==> src/rtl/idct_dezigzag_feeder.sv <==
// Dequantize and de-zigzag JPEG coefficients into ping-pong 8x8 banks, drained as row beats.
// Define IDCT_FEED_DEQUANT_EN to build in the quant table and multiplier.
module idct_dezigzag_feeder #(
    parameter int WCOEF = 12,
    parameter int WQ    = 8,
    parameter int WIN   = 12
) (
    input  logic             clock,
    input  logic             reset_n,
    input  logic [WCOEF-1:0] s_tdata,
    input  logic             s_tvalid,
    output logic             s_tready,
    input  logic             s_tlast,
    input  logic             q_we,
    input  logic [5:0]       q_addr,
    input  logic [WQ-1:0]    q_data,
    output logic [WIN*8-1:0] m_tdata,
    output logic             m_tvalid,
    input  logic             m_tready,
    output logic             m_tlast,
    output logic             err_len
);
    localparam int PW = WCOEF + WQ + 1;
    localparam logic signed [PW-1:0] SAT_HI = PW'((2 ** (WIN - 1)) - 1);
    localparam logic signed [PW-1:0] SAT_LO = PW'(-(2 ** (WIN - 1)));
    localparam logic [5:0] ZZ_ROM [64] = '{
        0,  1,  8, 16,  9,  2,  3, 10, 17, 24, 32, 25, 18, 11,  4,  5,
        12, 19, 26, 33, 40, 48, 41, 34, 27, 20, 13,  6,  7, 14, 21, 28,
        35, 42, 49, 56, 57, 50, 43, 36, 29, 22, 15, 23, 30, 37, 44, 51,
        58, 59, 52, 45, 38, 31, 39, 46, 53, 60, 61, 54, 47, 55, 62, 63
    };

    logic [WIN-1:0] bank_q [2][64];
    logic [WIN-1:0] bank_d [2][64];
    logic [63:0]    mask_q [2];
    logic [63:0]    mask_d [2];
    logic [1:0]     full_q, full_d;
    logic           wb_q, wb_d;
    logic           rb_q, rb_d;
    logic [5:0]     k_q, k_d;
    logic [2:0]     r_q, r_d;
    logic           err_q, err_d;

    logic                 acc, close, hs;
    logic [5:0]           zz;
    logic [5:0]           rd_idx;
    logic signed [PW-1:0] a_ext, prod;
    logic [WIN-1:0]       sat_val;

    assign zz    = ZZ_ROM[k_q];
    assign a_ext = PW'($signed(s_tdata));

`ifdef IDCT_FEED_DEQUANT_EN
    logic [WQ-1:0]        q_q [64];
    logic [WQ-1:0]        q_d [64];
    logic signed [PW-1:0] q_ext;

    always_comb begin
        q_d = q_q;
        if (q_we) q_d[q_addr] = q_data;
    end

    always_ff @(posedge clock) begin
        if (!reset_n) begin
            for (int i = 0; i < 64; i++) q_q[i] <= WQ'(1);
        end else begin
            q_q <= q_d;
        end
    end

    // Table read sees the pre-write entry when a write and a beat collide.
    assign q_ext = PW'({1'b0, q_q[zz]});
    assign prod  = a_ext * q_ext;
`else
    logic unused_q;
    assign unused_q = ^{q_we, q_addr, q_data};
    assign prod     = a_ext;
`endif

    always_comb begin
        if (prod > SAT_HI)      sat_val = SAT_HI[WIN-1:0];
        else if (prod < SAT_LO) sat_val = SAT_LO[WIN-1:0];
        else                    sat_val = prod[WIN-1:0];
    end

    assign s_tready = !full_q[wb_q];
    assign m_tvalid = full_q[rb_q];
    assign m_tlast  = full_q[rb_q] && (r_q == 3'd7);
    assign err_len  = err_q;

    assign acc   = s_tvalid && s_tready;
    assign close = acc && (s_tlast || (k_q == 6'd63));
    assign hs    = m_tvalid && m_tready;

    always_comb begin
        bank_d = bank_q;
        mask_d = mask_q;
        full_d = full_q;
        wb_d   = wb_q;
        rb_d   = rb_q;
        k_d    = k_q;
        r_d    = r_q;
        err_d  = 1'b0;
        // Release and close always target different banks, so both apply.
        if (hs) begin
            if (r_q == 3'd7) begin
                full_d[rb_q] = 1'b0;
                mask_d[rb_q] = '0;
                rb_d         = ~rb_q;
                r_d          = '0;
            end else begin
                r_d = r_q + 3'd1;
            end
        end
        if (acc) begin
            bank_d[wb_q][zz] = sat_val;
            mask_d[wb_q][zz] = 1'b1;
            if (close) begin
                full_d[wb_q] = 1'b1;
                wb_d         = ~wb_q;
                k_d          = '0;
                err_d        = (k_q == 6'd63) != s_tlast;
            end else begin
                k_d = k_q + 6'd1;
            end
        end
    end

    always_ff @(posedge clock) begin
        if (!reset_n) begin
            mask_q <= '{default: '0};
            full_q <= '0;
            wb_q   <= 1'b0;
            rb_q   <= 1'b0;
            k_q    <= '0;
            r_q    <= '0;
            err_q  <= 1'b0;
        end else begin
            mask_q <= mask_d;
            full_q <= full_d;
            wb_q   <= wb_d;
            rb_q   <= rb_d;
            k_q    <= k_d;
            r_q    <= r_d;
            err_q  <= err_d;
        end
    end

    always_ff @(posedge clock) begin
        bank_q <= bank_d;
    end

    // Unwritten entries of a closed block read as zero.
    always_comb begin
        m_tdata = '0;
        rd_idx  = '0;
        for (int c = 0; c < 8; c++) begin
            rd_idx = {r_q, 3'(c)};
            if (mask_q[rb_q][rd_idx])
                m_tdata[WIN*(8-c)-1 -: WIN] = bank_q[rb_q][rd_idx];
        end
    end
endmodule

==> config.mk <==
export PLATFORM = sky130hd
export DESIGN_NAME = idct_dezigzag_feeder
export DESIGN_NICKNAME = d
export VERILOG_FILES = /design/src/rtl/idct_dezigzag_feeder.sv
export SDC_FILE = /design/constraint.sdc
export NUM_CORES = 2
export LEC_CHECK = 0
export BUFFER_PORTS_ARGS = -buffer_cell sky130_fd_sc_hd__buf_4
export CAP_MARGIN = 20
export CORE_MARGIN = 4
export CORE_UTILIZATION = 40
export CTS_CLUSTER_SIZE = 30
export DETAILED_ROUTE_END_ITERATION = 10
export SYNTH_ARGS = -nofsm -noshare
export SYNTH_HDL_FRONTEND = slang
export SYNTH_SLANG_ARGS = --single-unit
==> constraint.sdc <==
create_clock -name clock -period 3.3 [get_ports clock]
set_input_delay 0.33 -clock clock [delete_from_list [all_inputs] [get_ports clock]]
set_output_delay 0.33 -clock clock [all_outputs]
set_load 0.01 [all_outputs]
* Yosys cells after proc, flatten, opt, wreduce, memory -nomap -nowiden
Memories as Yosys holds them, arrays and structs flattened.
Index checks and enable logic that the tools add are counted.
** Storage, ports and cells
- Output and inout port bits :: 100
- ROM bits :: 384
- Memories kept :: 1
- Register bits :: 1678
- Bits in latches :: 0
- Memory bits (writable) :: 0
- Input port bits :: 32
- Word-level logic and storage cells :: 294
** Memories
- (no name shown) :: words 64, bits a word 6, rd ports 1, clocked after memory_dff 0, write ports 0, RTL line 50 : assign zz = ZZ_ROM[k_q];
** Cells by class
- Magnitude comparators :: 31
- $mul :: 0
- Shift operators :: 0
- Div/mod/pow operators :: 0
- Muxes and demuxes :: 86
- Reduce and logical (&&, ||, !) cells :: 15
- Eq/ne operators :: 3
- Add/sub/neg operators :: 2
- Bitwise operators :: 20
** Operator list (number)
- 768-bit two-way mux :: 4
- 1536-bit bitwise mux :: 1
- 768-bit demux with 1-bit select :: 1
- 12-bit binary-select mux with 6-bit select :: 8
- 128-bit two-way mux :: 3
- 12-bit two-way mux :: 27
- 64-bit two-way mux :: 5
- 128-bit AND :: 1
- 64-bit demux with 1-bit select :: 2
- 128-bit NOT :: 1
- 128-bit OR :: 1
- 12-bit demux with 6-bit select :: 1
- 7-bit >= comparator (second input constant) :: 10
- 6-bit NOT with 7-bit output :: 10
- 6-bit by 7-bit < comparator with 1-bit output (second input constant) :: 9
- 1-bit binary-select mux with 3-bit select :: 8
- 6-bit two-way mux :: 3
- 1-bit two-way mux :: 15
- 12-bit > comparator (second input constant) :: 1
- 12-bit < comparator (second input constant) :: 1
- 1-bit logical AND :: 10
- 2-bit two-way mux :: 4
- 7-bit by 1-bit < comparator with 1-bit output (second input constant) :: 1
- 6-bit by 1-bit adder with 6-bit output (second input constant) :: 1
- other kinds (21) :: 29

* Longest topological paths before layout
- Depth in word-level cells :: 12
- Mapped depth :: 11

* Worst setup path after synthesis
No wires, ideal clock.
- Path type :: reg2reg
- Start point :: register, netlist name k_q[0]
- End point :: register bank_q[1440] in the netlist's numbering (enable)
- Path buffers :: 2
- Cell stages (with the launch flop) :: 11
- Setup slack :: -87 ps
- Required time :: 2956 ps
- Arrival :: 3043 ps
- Cells stage by stage :: dfxtp_1 -> buf_2 -> inv_1 -> ha_1 -> buf_2 -> o211ai_2 -> o32ai_2 -> or4b_4 -> a2111oi_4 -> nand3_1 -> inv_1
** RTL lines
- to (signal assigned) :: RTL line 150 : bank_q <= bank_d;
- to (decl) :: RTL line 33 : logic [WIN-1:0] bank_q [2][64];

* Final worst setup path
- Start point :: register rb_q
- End point :: output port m_tdata[41]
** Between the ends
- Cells in the longest elaborated chain, start to end :: 8
** Ends and longest elaborated chain
- from (decl) :: RTL line 39 : logic rb_q, rb_d;
- from (signal assigned) :: RTL line 142 : rb_q <= rb_d;
- 1-bit NOT with 2-bit output (implied by the code) * :: RTL line 159, 160
- 768-bit two-way mux (implied by the code) (3 in series) :: RTL line 160 : m_tdata[WIN*(8-c)-1 -: WIN] = bank_q[rb_q][rd_idx];
- 12-bit binary-select mux with 6-bit select :: RTL line 160
- 12-bit two-way mux (implied by the code) (2 in series) :: RTL line 160
- 12-bit two-way mux * :: RTL line 159 : if (mask_q[rb_q][rd_idx])
- to (decl) :: RTL line 17 : output logic [WIN*8-1:0] m_tdata,
Every way passes the cells marked *; elsewhere a longest branch is shown, timed or not. The select of a mux whose other input is x is not followed.

==> run_results.csv <==
group,metric,value,unit
setup_path,r2r_end,"bank_q[1496]",
outcome,violations,"negative setup slack",
detailed_routing,vias,32680,
placed_design,hpwl,91270,um
detailed_routing,dr.pass1.iters,5,
setup_path,crit_required,2970,ps
worst_hold_path,holdPathStages,1,
setup_path,crit_family,"multiplexers",
run,cap_viol_max_count,0,
die,num_rows,149,
outcome,outcome,"complete, but fails checks",
setup_path,path_buf_inv,6,
finish,finalInstanceArea,81010,sq um
die,die_area,173400,sq um
die,ios,132,
logic_synthesis,syn_avg_cell_area,20.51,sq um
setup_path,reg2reg_from,"k_q[1]",
power_and_ir_drop,powerDensity,525.5,nW/um^2
setup_path,startpoint_type,"flop",
setup_path,path_cells,"buf_6, buf_6, buf_12, buf_12, buf_16, mux4_2, mux4_2, nor2b_1, buf_4",
detailed_routing,vias_per_cell,5.427,
clock_network,cts_tree,"yes",
setup_path,cp.arrival,3170,ps
logic_synthesis,synth_largest_area_cell,"edfxtp_1",
setup_path,r2r_setup_slack,140,ps
timing,fin_crit,3497,ps
detailed_routing,detail-route-antenna-nets,0,
timing,final-hold-violation-count,0,
logic_synthesis,ys_ff_latch,1678,
global_routing,antenna_found_initial,3,
timing,slew_headroom,0.2690,
logic_synthesis,ys_warn_count,0,
setup_path,end_kind,"primary output",
detailed_routing,wl,157200,um
timing,slew_violations,0,
global_routing,gr-usage-all-layers,0.1796,
finish,most-common-layout-cells,"edfxtp_1, mux4_2, nand2_1, buf_4, clkbuf_16",
clock_network,cts_buffers,169,
timing,setup_tns,-10470,ps
worst_hold_path,worstHoldStart,"s_tdata[6]",
finish,layout_commonest_cell,"edfxtp_1",
die,initial_utilization,0.4034,
setup_path,cp_max_fo,7,
die,core_area,165400,sq um
finish,drive_gt1_frac,0.3506,
timing,fin_crit_sh,1.060,
global_routing,grt_first_pass_wirelength,230400,um
detailed_routing,drc,0,
logic_synthesis,synth_area_leaders,"edfxtp_1, mux4_2, dfxtp_1, a21boi_1, nand2_1",
global_routing,grt_pass1_vias,33320,
logic_synthesis,synth_top_area_frac,0.6914,
logic_synthesis,netlist_area,66710,sq um
timing,fin_skew,53.19,ps
clock_network,htreeDepth,4,
logic_synthesis,syn_nets,3303,
timing,finalSetupViolCount,96,
placed_design,io_buffers,116,
logic_synthesis,synth_cells,3252,
die,die_x,416.4,um
setup_path,reg2regPathDepth,10,
power_and_ir_drop,max-vdd-ir-drop,0.0004862,V
power_and_ir_drop,cellLeakagePower,26.06,nW
clock_network,cts.sink_count,1678,
detailed_routing,drt_iter0_markers,3247,
clock_network,insertion_delay,810,ps
timing,holdWs,64.48,ps
timing,setup_ws,-197.5,ps
clock_network,clk_pin_slew_worst_paths,60,ps
clock_network,cts_buffer_depth,3,
logic_synthesis,synth-async-reset-ratio,0,
timing,rsz0062_at_grt,"yes",
placed_design,gp_congestion,0.7717,
logic_synthesis,synth_cell_types,70,
worst_hold_path,hold_end,"bank_q[906]",
worst_hold_path,min_path_type,"in -> reg",
detailed_routing,drt-wirelength-per-cell,26.12,um
finish,fin_nets,3740,
global_routing,grt_overflow,0,
timing,max_clock_freq,0.2859,GHz
clock_network,cts_root_buf,"clkbuf_16",
setup_path,cpPeakStageDelay,510,ps
setup_path,crit_slowest_cell,"mux4_2",
die,fp.dieH,416.4,um
logic_synthesis,synth_edf_count,1536,
logic_synthesis,yosysSeqAreaShare,0.7340,
setup_path,path_class,"reg -> out",
finish,syn_to_final_growth,21.43,%
placed_design,placed_area,73310,sq um
placed_design,place_ws,43.09,ps
global_routing,grt_max_degree,91,
timing,worst_pin_slew,1097,ps
logic_synthesis,synth_ff_type,"edfxtp_1",
-- metal layers --
metal | global-route usage | vias to the layer above | wire length [um]
met5 | 0 | - | 0
met4 | 0.04784 | 0 | 3356
met3 | 0.02721 | 205 | 7789
met2 | 0.2898 | 877 | 77550
met1 | 0.2574 | 17460 | 68550
li1 | - | 14140 | -
-- cell usage after synthesis, types with 3 or more instances --
cell and number:
edfxtp_1 1536, mux4_2 512, nand2_1 219, dfxtp_1 142
inv_1 135, clkbuf_1 124, a21boi_1 114, nor2b_1 111
nand3_1 75, buf_2 40, buf_1 23, a21boi_0 22
ha_1 19, o21ai_0 16, mux2i_1 14, a2111oi_4 12
mux2_2 9, a21oi_1 8, a221oi_2 7, buf_6 7
nand2b_1 7, and2_1 6, nor3_1 6, nor3_2 6
buf_4 5, nor2_1 5, or3_1 5, nand3b_1 4
o21a_1 4, nor3b_1 3, nor4_1 3, o21bai_1 3
-- worst max path at each step --
stage	startpoint	to	slack, ps	cells after the start
floorplan	k_q[0]	bank_q[492]	-20	10
global placement	k_q[1]	bank_q[1490]	90	10
detailed placement	k_q[1]	bank_q[1490]	40	10
CTS	rb_q	m_tdata[1]	-290	9
global route	rb_q	m_tdata[54]	-310	9
finish	rb_q	m_tdata[41]	-200	9
-- cells by family after synthesis --
group,synth area share
multiplexers,0.1765
buffers and inverters,0.02089
XOR/XNOR,0.0002626
AO/OA/AOI/OAI,0.02952
adder cells (fa/ha/maj),0.003563
AND/OR/NAND/NOR,0.03532
flip-flops,0.7340
-- state kept, by name, summed over array words and instances (netlist names) --
signal   count
mask_q     128
bank_q    1536
full_q       2
wb_q         1
rb_q         1
r_q          3
err_len      1
k_q          6
-- power breakdown --
part           switching [W]  total (W)  internal (W)
combinational       0.000614   0.000893      0.000279
clock                0.00811     0.0184        0.0103
sequential         0.0000172     0.0232        0.0232
total                0.00874     0.0426        0.0338
-- worst reg2reg max path, delay by kind of cell (launching register included) --
family / cells / cell delay (ps)
AOI/OAI and AO/OA: 2 / 550
DFF: 1 / 330
buffers and inverters: 4 / 710
and+or+nand+nor: 3 / 980
adders and majority gates: 1 / 270
-- stage by stage --
| stage | utilization | power (W) | std cells |
|---|---|---|---|
| after floorplan | - | 0.02417 | 3252 |
| after global placement | 0.4433 | 0.02454 | 5613 |
| after detailed placement | 0.4433 | 0.02456 | 5613 |
| after CTS | 0.4847 | 0.04301 | 5984 |
| after global routing | 0.4899 | 0.04396 | 6020 |
| final | 0.4899 | 0.04257 | 6021 |
-- cell type report --
type | instances | area (sq um)
fill | 13300 | 84350
multi-input combinational | 1238 | 16700
timing repair buffer | 465 | 6685
antenna | 1 | 2.502
sequential | 1678 | 48980
tap | 2189 | 2739
timing repair inverter | 1 | 5.005
clock inverter | 101 | 895.9
clock buffer | 212 | 4443
inverter | 136 | 555.5
-- timing repair --
action                                  CTS  global route
resized for setup                       113           117
cloned                                   26            18
setup buffers                            30            25
pin swaps                                 1             5
endpoints found under the hold margin     8             0
hold buffers                              2             0
endpoints found under the setup margin   98           803
No activity file was read; power rests on OpenSTA's default activity.
